--- src/rtl/aes_key_pkg.sv ---
// AES-128 key schedule shared types: sizes, FSM state encoding, GF(2^8) and S-box helpers.
// Latency: n/a (constants and purely combinational functions).
// Backpressure: n/a.
package aes_key_pkg;

    localparam int KEY_W      = 128;
    localparam int NUM_ROUNDS = 10;
    localparam int NUM_RKEYS  = 11;
    localparam int RC_W       = 4;

    typedef enum logic [1:0] {
        IDLE   = 2'd0,
        EXPAND = 2'd1,
        FINISH = 2'd2
    } key_sched_state_t;

    function automatic logic [7:0] gf_xtime(input logic [7:0] a);
        return {a[6:0], 1'b0} ^ (a[7] ? 8'h1b : 8'h00);
    endfunction

    function automatic logic [7:0] gf_mul(input logic [7:0] a, input logic [7:0] b);
        logic [7:0] acc;
        logic [7:0] sh;
        acc = 8'h00;
        sh  = a;
        for (int i = 0; i < 8; i++) begin
            if (b[i]) acc = acc ^ sh;
            sh = gf_xtime(sh);
        end
        return acc;
    endfunction

    // Inverse computed as x^254 through a fixed addition chain; x=0 maps to 0,
    // which is exactly what the S-box needs.
    function automatic logic [7:0] gf_inv(input logic [7:0] x);
        logic [7:0] x2, x3, x6, x12, x15, x30, x60, x120, x240, x252;
        x2   = gf_mul(x, x);
        x3   = gf_mul(x2, x);
        x6   = gf_mul(x3, x3);
        x12  = gf_mul(x6, x6);
        x15  = gf_mul(x12, x3);
        x30  = gf_mul(x15, x15);
        x60  = gf_mul(x30, x30);
        x120 = gf_mul(x60, x60);
        x240 = gf_mul(x120, x120);
        x252 = gf_mul(x240, x12);
        return gf_mul(x252, x2);
    endfunction

    // Affine transform: v ^ rotl1 ^ rotl2 ^ rotl3 ^ rotl4 ^ 0x63.
    function automatic logic [7:0] sbox(input logic [7:0] x);
        logic [7:0] v;
        v = gf_inv(x);
        return v ^ {v[6:0], v[7]} ^ {v[5:0], v[7:6]} ^ {v[4:0], v[7:5]} ^ {v[3:0], v[7:4]} ^ 8'h63;
    endfunction

    function automatic logic [31:0] sub_word(input logic [31:0] w);
        return {sbox(w[31:24]), sbox(w[23:16]), sbox(w[15:8]), sbox(w[7:0])};
    endfunction

    function automatic logic [7:0] rcon(input logic [RC_W-1:0] rc);
        logic [7:0] r;
        case (rc)
            4'd0:    r = 8'h01;
            4'd1:    r = 8'h02;
            4'd2:    r = 8'h04;
            4'd3:    r = 8'h08;
            4'd4:    r = 8'h10;
            4'd5:    r = 8'h20;
            4'd6:    r = 8'h40;
            4'd7:    r = 8'h80;
            4'd8:    r = 8'h1b;
            4'd9:    r = 8'h36;
            default: r = 8'h00;
        endcase
        return r;
    endfunction

endpackage

--- src/rtl/key_schedule_ctrl_if.sv ---
// Control/read bundle between a key-schedule user and key_schedule_ctrl.
// Latency: n/a (wires only).
// Backpressure: none; start is simply ignored by the slave while busy.
// master: drives start, key_in, rd_addr; slave: drives rd_key, busy, done, keys_valid, round.
interface key_schedule_ctrl_if ();

    logic                           start;
    logic [aes_key_pkg::KEY_W-1:0]  key_in;
    logic [3:0]                     rd_addr;
    logic [aes_key_pkg::KEY_W-1:0]  rd_key;
    logic                           busy;
    logic                           done;
    logic                           keys_valid;
    logic [aes_key_pkg::RC_W-1:0]   round;

    modport master (
        output start, key_in, rd_addr,
        input  rd_key, busy, done, keys_valid, round
    );

    modport slave (
        input  start, key_in, rd_addr,
        output rd_key, busy, done, keys_valid, round
    );

endinterface

--- src/rtl/key_schedule_ctrl_key_expansion.sv ---
// One AES-128 key-expansion step: next round key from the previous round key and round index.
// Latency: combinational.
// Backpressure: none.
// Ports: rc (round index 0..9), key (round key rc), sub_key (round key rc+1).
module key_schedule_ctrl_key_expansion
    import aes_key_pkg::*;
(
    input  logic [RC_W-1:0]  rc,
    input  logic [KEY_W-1:0] key,
    output logic [KEY_W-1:0] sub_key
);

    logic [31:0] w0, w1, w2, w3;
    logic [31:0] t;
    logic [31:0] n0, n1, n2, n3;

    assign {w0, w1, w2, w3} = key;

    // RotWord then SubWord on the last word, round constant into the top byte.
    assign t  = sub_word({w3[23:0], w3[31:24]}) ^ {rcon(rc), 24'h000000};
    assign n0 = w0 ^ t;
    assign n1 = w1 ^ n0;
    assign n2 = w2 ^ n1;
    assign n3 = w3 ^ n2;

    assign sub_key = {n0, n1, n2, n3};

endmodule

--- src/rtl/key_schedule_ctrl.sv ---
// AES-128 key schedule controller: expands a cipher key into 11 round keys, one per cycle.
// Latency: done pulses in the cycle after the 10th edge following the start-accepting edge.
// Backpressure: none; start is ignored while busy, key_in is only sampled on acceptance.
// Ports: clk, rst (sync, active-high); bus (slave): start, key_in, rd_addr -> rd_key, busy,
//        done, keys_valid, round. rd_key is a combinational read; rd_addr 11..15 reads 0.
// Build option: define KEY_SCHED_ZEROIZE_EN to clear the key store on rst and on every
//        accepted start (entries 1..10); by default the store has no reset.
module key_schedule_ctrl
    import aes_key_pkg::*;
(
    input  logic               clk,
    input  logic               rst,
    key_schedule_ctrl_if.slave bus
);

    key_sched_state_t state;
    logic [RC_W-1:0]  round_q;
    logic             busy_q;
    logic             done_q;
    logic             keys_valid_q;

    logic [KEY_W-1:0] store [NUM_RKEYS];
    logic [KEY_W-1:0] sub_key;
    logic [RC_W-1:0]  wr_idx;
    logic             accept;
    logic             expand_we;

    // rst wins over start; start only counts outside EXPAND.
    assign accept    = !rst && bus.start && ((state == IDLE) || (state == FINISH));
    assign expand_we = !rst && (state == EXPAND);
    assign wr_idx    = round_q + RC_W'(1);

    // round_q never leaves 0..9, so the expansion step only ever sees legal round indices.
    key_schedule_ctrl_key_expansion u_key_expansion (
        .rc      (round_q),
        .key     (store[round_q]),
        .sub_key (sub_key)
    );

    always_ff @(posedge clk) begin
        if (rst) begin
            state        <= IDLE;
            round_q      <= '0;
            busy_q       <= 1'b0;
            done_q       <= 1'b0;
            keys_valid_q <= 1'b0;
        end else begin
            done_q <= 1'b0;
            case (state)
                IDLE, FINISH: begin
                    round_q <= '0;
                    if (accept) begin
                        state        <= EXPAND;
                        busy_q       <= 1'b1;
                        keys_valid_q <= 1'b0;
                    end else begin
                        state <= IDLE;
                    end
                end
                EXPAND: begin
                    if (round_q == RC_W'(NUM_ROUNDS - 1)) begin
                        // This edge writes round key 10; round holds at 9.
                        state        <= FINISH;
                        done_q       <= 1'b1;
                        keys_valid_q <= 1'b1;
                        busy_q       <= 1'b0;
                    end else begin
                        round_q <= round_q + RC_W'(1);
                    end
                end
                default: begin
                    state   <= IDLE;
                    round_q <= '0;
                    busy_q  <= 1'b0;
                end
            endcase
        end
    end

    always_ff @(posedge clk) begin
`ifdef KEY_SCHED_ZEROIZE_EN
        if (rst) begin
            for (int i = 0; i < NUM_RKEYS; i++) store[i] <= '0;
        end else
`endif
        if (accept) begin
            store[0] <= bus.key_in;
`ifdef KEY_SCHED_ZEROIZE_EN
            for (int i = 1; i < NUM_RKEYS; i++) store[i] <= '0;
`endif
        end else if (expand_we) begin
            store[wr_idx] <= sub_key;
        end
    end

    assign bus.rd_key     = (bus.rd_addr < 4'(NUM_RKEYS)) ? store[bus.rd_addr] : '0;
    assign bus.busy       = busy_q;
    assign bus.done       = done_q;
    assign bus.keys_valid = keys_valid_q;
    assign bus.round      = round_q;

endmodule

--- src/flat_wrapper.sv ---
// flat-port wrapper written by rule: the top's interface ports become plain ports
module key_schedule_ctrl_flat import aes_key_pkg::*;
  (clk, rst, bus_start, bus_key_in, bus_rd_addr, bus_rd_key, bus_busy, bus_done, bus_keys_valid, bus_round);
  key_schedule_ctrl_if bus_i ();
  input  logic clk;
  input  logic rst;
  input wire logic [$bits(bus_i.start)-1:0] bus_start;
  input wire logic [$bits(bus_i.key_in)-1:0] bus_key_in;
  input wire logic [$bits(bus_i.rd_addr)-1:0] bus_rd_addr;
  output wire logic [$bits(bus_i.rd_key)-1:0] bus_rd_key;
  output wire logic [$bits(bus_i.busy)-1:0] bus_busy;
  output wire logic [$bits(bus_i.done)-1:0] bus_done;
  output wire logic [$bits(bus_i.keys_valid)-1:0] bus_keys_valid;
  output wire logic [$bits(bus_i.round)-1:0] bus_round;
  assign bus_i.start = bus_start;
  assign bus_i.key_in = bus_key_in;
  assign bus_i.rd_addr = bus_rd_addr;
  assign bus_rd_key = bus_i.rd_key;
  assign bus_busy = bus_i.busy;
  assign bus_done = bus_i.done;
  assign bus_keys_valid = bus_i.keys_valid;
  assign bus_round = bus_i.round;
  key_schedule_ctrl u_core (.clk(clk), .rst(rst), .bus(bus_i));
endmodule
--- config.mk ---
export PLATFORM = sky130hd
export DESIGN_NAME = key_schedule_ctrl_flat
export DESIGN_NICKNAME = d
export VERILOG_FILES = /design/src/rtl/aes_key_pkg.sv /design/src/rtl/key_schedule_ctrl_if.sv /design/src/rtl/key_schedule_ctrl_key_expansion.sv /design/src/rtl/key_schedule_ctrl.sv /design/src/flat_wrapper.sv
export SDC_FILE = /design/constraint.sdc
export NUM_CORES = 2
export LEC_CHECK = 0
export CORE_ASPECT_RATIO = 1.5
export CORE_UTILIZATION = 55
export CTS_CLUSTER_SIZE = 40
export DETAILED_ROUTE_END_ITERATION = 10
export PLACE_DENSITY = 0.73
export SLEW_MARGIN = 40
export SYNTH_ARGS = -nofsm -noshare
export SYNTH_HDL_FRONTEND = slang
export SYNTH_SLANG_ARGS = --single-unit
--- constraint.sdc ---
create_clock -name clk -period 31.8 [get_ports clk]
set_clock_uncertainty 0.15 [all_clocks]
set_input_delay 3.18 -clock clk [delete_from_list [all_inputs] [get_ports clk]]
set_output_delay 3.18 -clock clk [all_outputs]
set_load 0.05 [all_outputs]
==> out/summary.md <==
The worst setup path is captured at a flip-flop. After clock tree synthesis, the repair step resized 0 gates. Registers take 42700 µm². Number of buffers inserted by hold repair at cts: 0. The worst setup path is of the flip-flop to flip-flop kind.

The average cell area after synthesis was 11.5 µm²; the number of setup violations in the final report was 0. Setup repair after global routing left no endpoint under its margin. The min-delay analysis places its worst path in the category flip-flop to flip-flop. Once detail routing completed, the nets flagged for antenna violations numbered 0.

The final number of hold-violating endpoints is 0, and the count of nets after finishing is 10111. Dividing the detail-routed wire length by the instance count gives 28.1 µm. The region available for standard cell placement spans 208000 µm².

Worst-path maximum fanout: 65. The most used flip-flop cell after synthesis is edfxtp_1. Summed over all nets, the half-perimeter wirelength after detailed placement is 240000 µm. When the netlist entered floorplanning its net count stood at 10129. In this run the count of I/O pins placed on the die edge is 270.

The routed layout has 84929 vias. At the pin with the least slew margin, the transition time is 0.978 ns. The run finished with clean final reports. Sorting the synthesized cells by area gives the leading types as edfxtp_1, mux4_2, xnor2_1. Clock tree synthesis inserted a total of 118 buffers.

The synthesized design spends more area on one cell type than any other, namely edfxtp_1. The post-route netlist has 15.9% of its cells at a drive strength greater than 1. The global-route congestion overflow total was 0; the overall die width was 375 µm. The detailed-route vias per instance was 6.66.

The delay contributed by the slowest stage of the critical path works out to 0.73 ns. For the reported max-cap violation count, the log shows 0. For the count of yosys warnings during synthesis, the log shows 0. The vertical die dimension works out to 562 µm. The initial antenna violation count is 22.

In the detailed route, the total length drawn on met2 is 173000 µm. The number of DRC markers after the initial detailed-route iteration came out at 9895. The latest clock arrival within the worst-skew pair is 0.77 ns, and the post-synthesis cell type count is 140. Data on the critical path arrives at its endpoint at 26.89 ns. At the worst endpoint, the required time is 31.99 ns. Fill cells in the final layout number 16211. The layout overhead on the synthesized area was 8.96%. The part of the Yosys area used for sequential elements was 37.2%. The maximum achievable frequency was 37.4 MHz; the setup TNS was 0 ns. The initialized floorplan defines 205 standard-cell rows. STA classifies the critical path startpoint as a flip-flop. The run gives 0 as the number of slew-limit violations in the final report. The root buffer cell chosen for the clock tree is clkbuf_16. The tools report the normalized max-slew margin as 34.8%.

The congestion estimate from routability-driven global placement came to 0.982. The CTS clock-pin slew for the worst setup and hold paths is 0.07 ns, and the period utilization is 84.0%. In the global route stage, overall resource usage came out at 33.1%. Summing all multi-input logic gate instances after layout gives 69400 µm². The tools report the post-synth design cell area as 115000 µm². The H-tree depth came out at 3. Counting flops with a built-in enable in the synthesized netlist gives 1408. The register bit count reported by yosys was 1429. The total length of routed wires was 358000 µm; the initial cell density of the core was 55.3%. Counting every instance in the synthesized netlist gives 9964.

After detailed routing, the wire length on met1 is 123000 µm. In this run the tool buffered the top-level ports with 269 buffer cells. The proportion of synthesized flip-flops having asynchronous set or reset works out to 0%. Via count of the first global-routing pass: 83832.

The first global-routing pass estimated 528000 µm of wire. The number of buffers on the longest clock path was 3. The number of post-CTS setup repair buffers came out at 0.

The die outline area was 211000 µm²; the number of clock sinks was 1429. The slowest cell on the critical path is xor2_2. For the number of search-and-repair iterations in the first detailed-routing pass, the log shows 6.

The highest metal layer used by the detailed router was met5. The met3 wire length is 35400 µm. The fraction of post-synthesis cell area in the top cell type by area was 36.8%; the largest net degree at the start of global routing was 106.

TritonCTS built the clock tree. The clock period could shrink to 26.70 ns. In the routed design, unresolved DRC markers number 0.
## layer usage
layer	global-route usage [%]	vias up
met5	0	-
met4	21.5	20
met3	6.07	1103
met2	55.4	4957
met1	39.0	42153
li1	-	36696
## cells in the mapped netlist (47+ instances only)
library cell	n
nand3_1	148
o211ai_1	61
xnor2_1	1253
nand2b_1	100
xnor2_2	121
o22ai_1	208
mux2i_1	643
xor2_1	409
buf_2	150
o21ai_0	294
nor3_1	136
buf_4	69
mux2_2	118
nand2_1	849
xor2_2	47
nor2_1	910
mux4_2	491
buf_1	105
o21ai_1	110
clkbuf_1	337
xnor3_1	299
nor2b_1	62
inv_1	75
edfxtp_1	1408
a21oi_1	465
## cell families after synthesis
logic type                 synth area share, %
buffers and inverters                     3.25
and+or+nand+nor                           9.70
xor gates and xnor gates                  23.1
DFF                                       37.2
adders and majority gates                0.327
muxes                                     16.8
AOI/OAI and AO/OA                         9.60
## state kept, by name, indices dropped and copies added (netlist names), named ones only
register and flops:
u_core.bus.keys_valid 1, u_core.bus.round 4, u_core.state 2, u_core.bus.busy 1, u_core.bus.done 1, u_core.store 1408
## through the flow
step / hold slack, ns / std cells / utilization, % / worst slack [ns] / area [µm²]
2_1_floorplan: 0.381 / 9964 / - / 10.24 / 115000
3_3_place_gp: 0.345 / 12495 / 57.8 / 4.78 / 120000
3_5_place_dp: 0.354 / 12513 / 58.2 / 5.11 / 121000
4_1_cts: 0.382 / 12734 / 60.1 / 4.99 / 125000
5_1_grt: 0.428 / 12740 / 60.3 / 3.39 / 125000
6_report: 0.383 / 12750 / 60.3 / 5.10 / 125000
## final timing paths
| kind | from | slack, ns | cells after the start | end |
|---|---|---|---|---|
| worst min-delay path | u_core.bus.keys_valid | 0.38 | 2 | u_core.bus.keys_valid |
| worst max-delay path | flip-flop | 5.10 | 71 | u_core.store[3][5] |
| worst max register to register | flip-flop | 5.10 | 71 | u_core.store[3][5] |
| worst min register to register | u_core.bus.keys_valid | 0.38 | 2 | u_core.bus.keys_valid |
## cell usage in the layout, fill, tap and decap left out, types with 135 or more instances in the layout
cell type / Yosys / layout
xnor2_2: 121 / 150
edfxtp_1: 1408 / 1408
buf_4: 69 / 239
xnor3_1: 299 / 297
mux2i_1: 643 / 642
clkdlybuf4s50_1: 0 / 263
xnor2_1: 1253 / 1217
xor2_1: 409 / 385
nor3_1: 136 / 135
o21ai_0: 294 / 247
o21ai_1: 110 / 145
a21oi_1: 465 / 453
nor2_1: 910 / 899
o22ai_1: 208 / 205
nand2_1: 849 / 849
mux4_2: 491 / 491
nand3_1: 148 / 148
## critical path: cells and delay by family (launching register included)
kind / cells / cell delay (ns)
AND/OR/NAND/NOR: 10 / 1.83
XOR/XNOR: 34 / 13.94
multiplexers: 5 / 1.64
buffers and inverters: 6 / 2.41
adder cells (fa/ha/maj): 4 / 1.74
flip-flops: 1 / 0.65
AO/OA/AOI/OAI: 12 / 3.70
## area by class of cell
| cell class | count | area share, % |
|---|---|---|
| multi-input cells | 7740 | 55.4 |
| flip-flops and latches | 1429 | 34.1 |
| repair buffers | 557 | 4.25 |
| well taps | 2691 | 2.69 |
| clock buffers | 139 | 2.42 |
| clock inverters | 82 | 0.754 |
| inverters | 100 | 0.308 |
| diodes | 12 | 0.0240 |
Power is left out: the tool's default activity adds up to more than one toggle a clock period on the data nets, which glitch-free logic cannot reach.
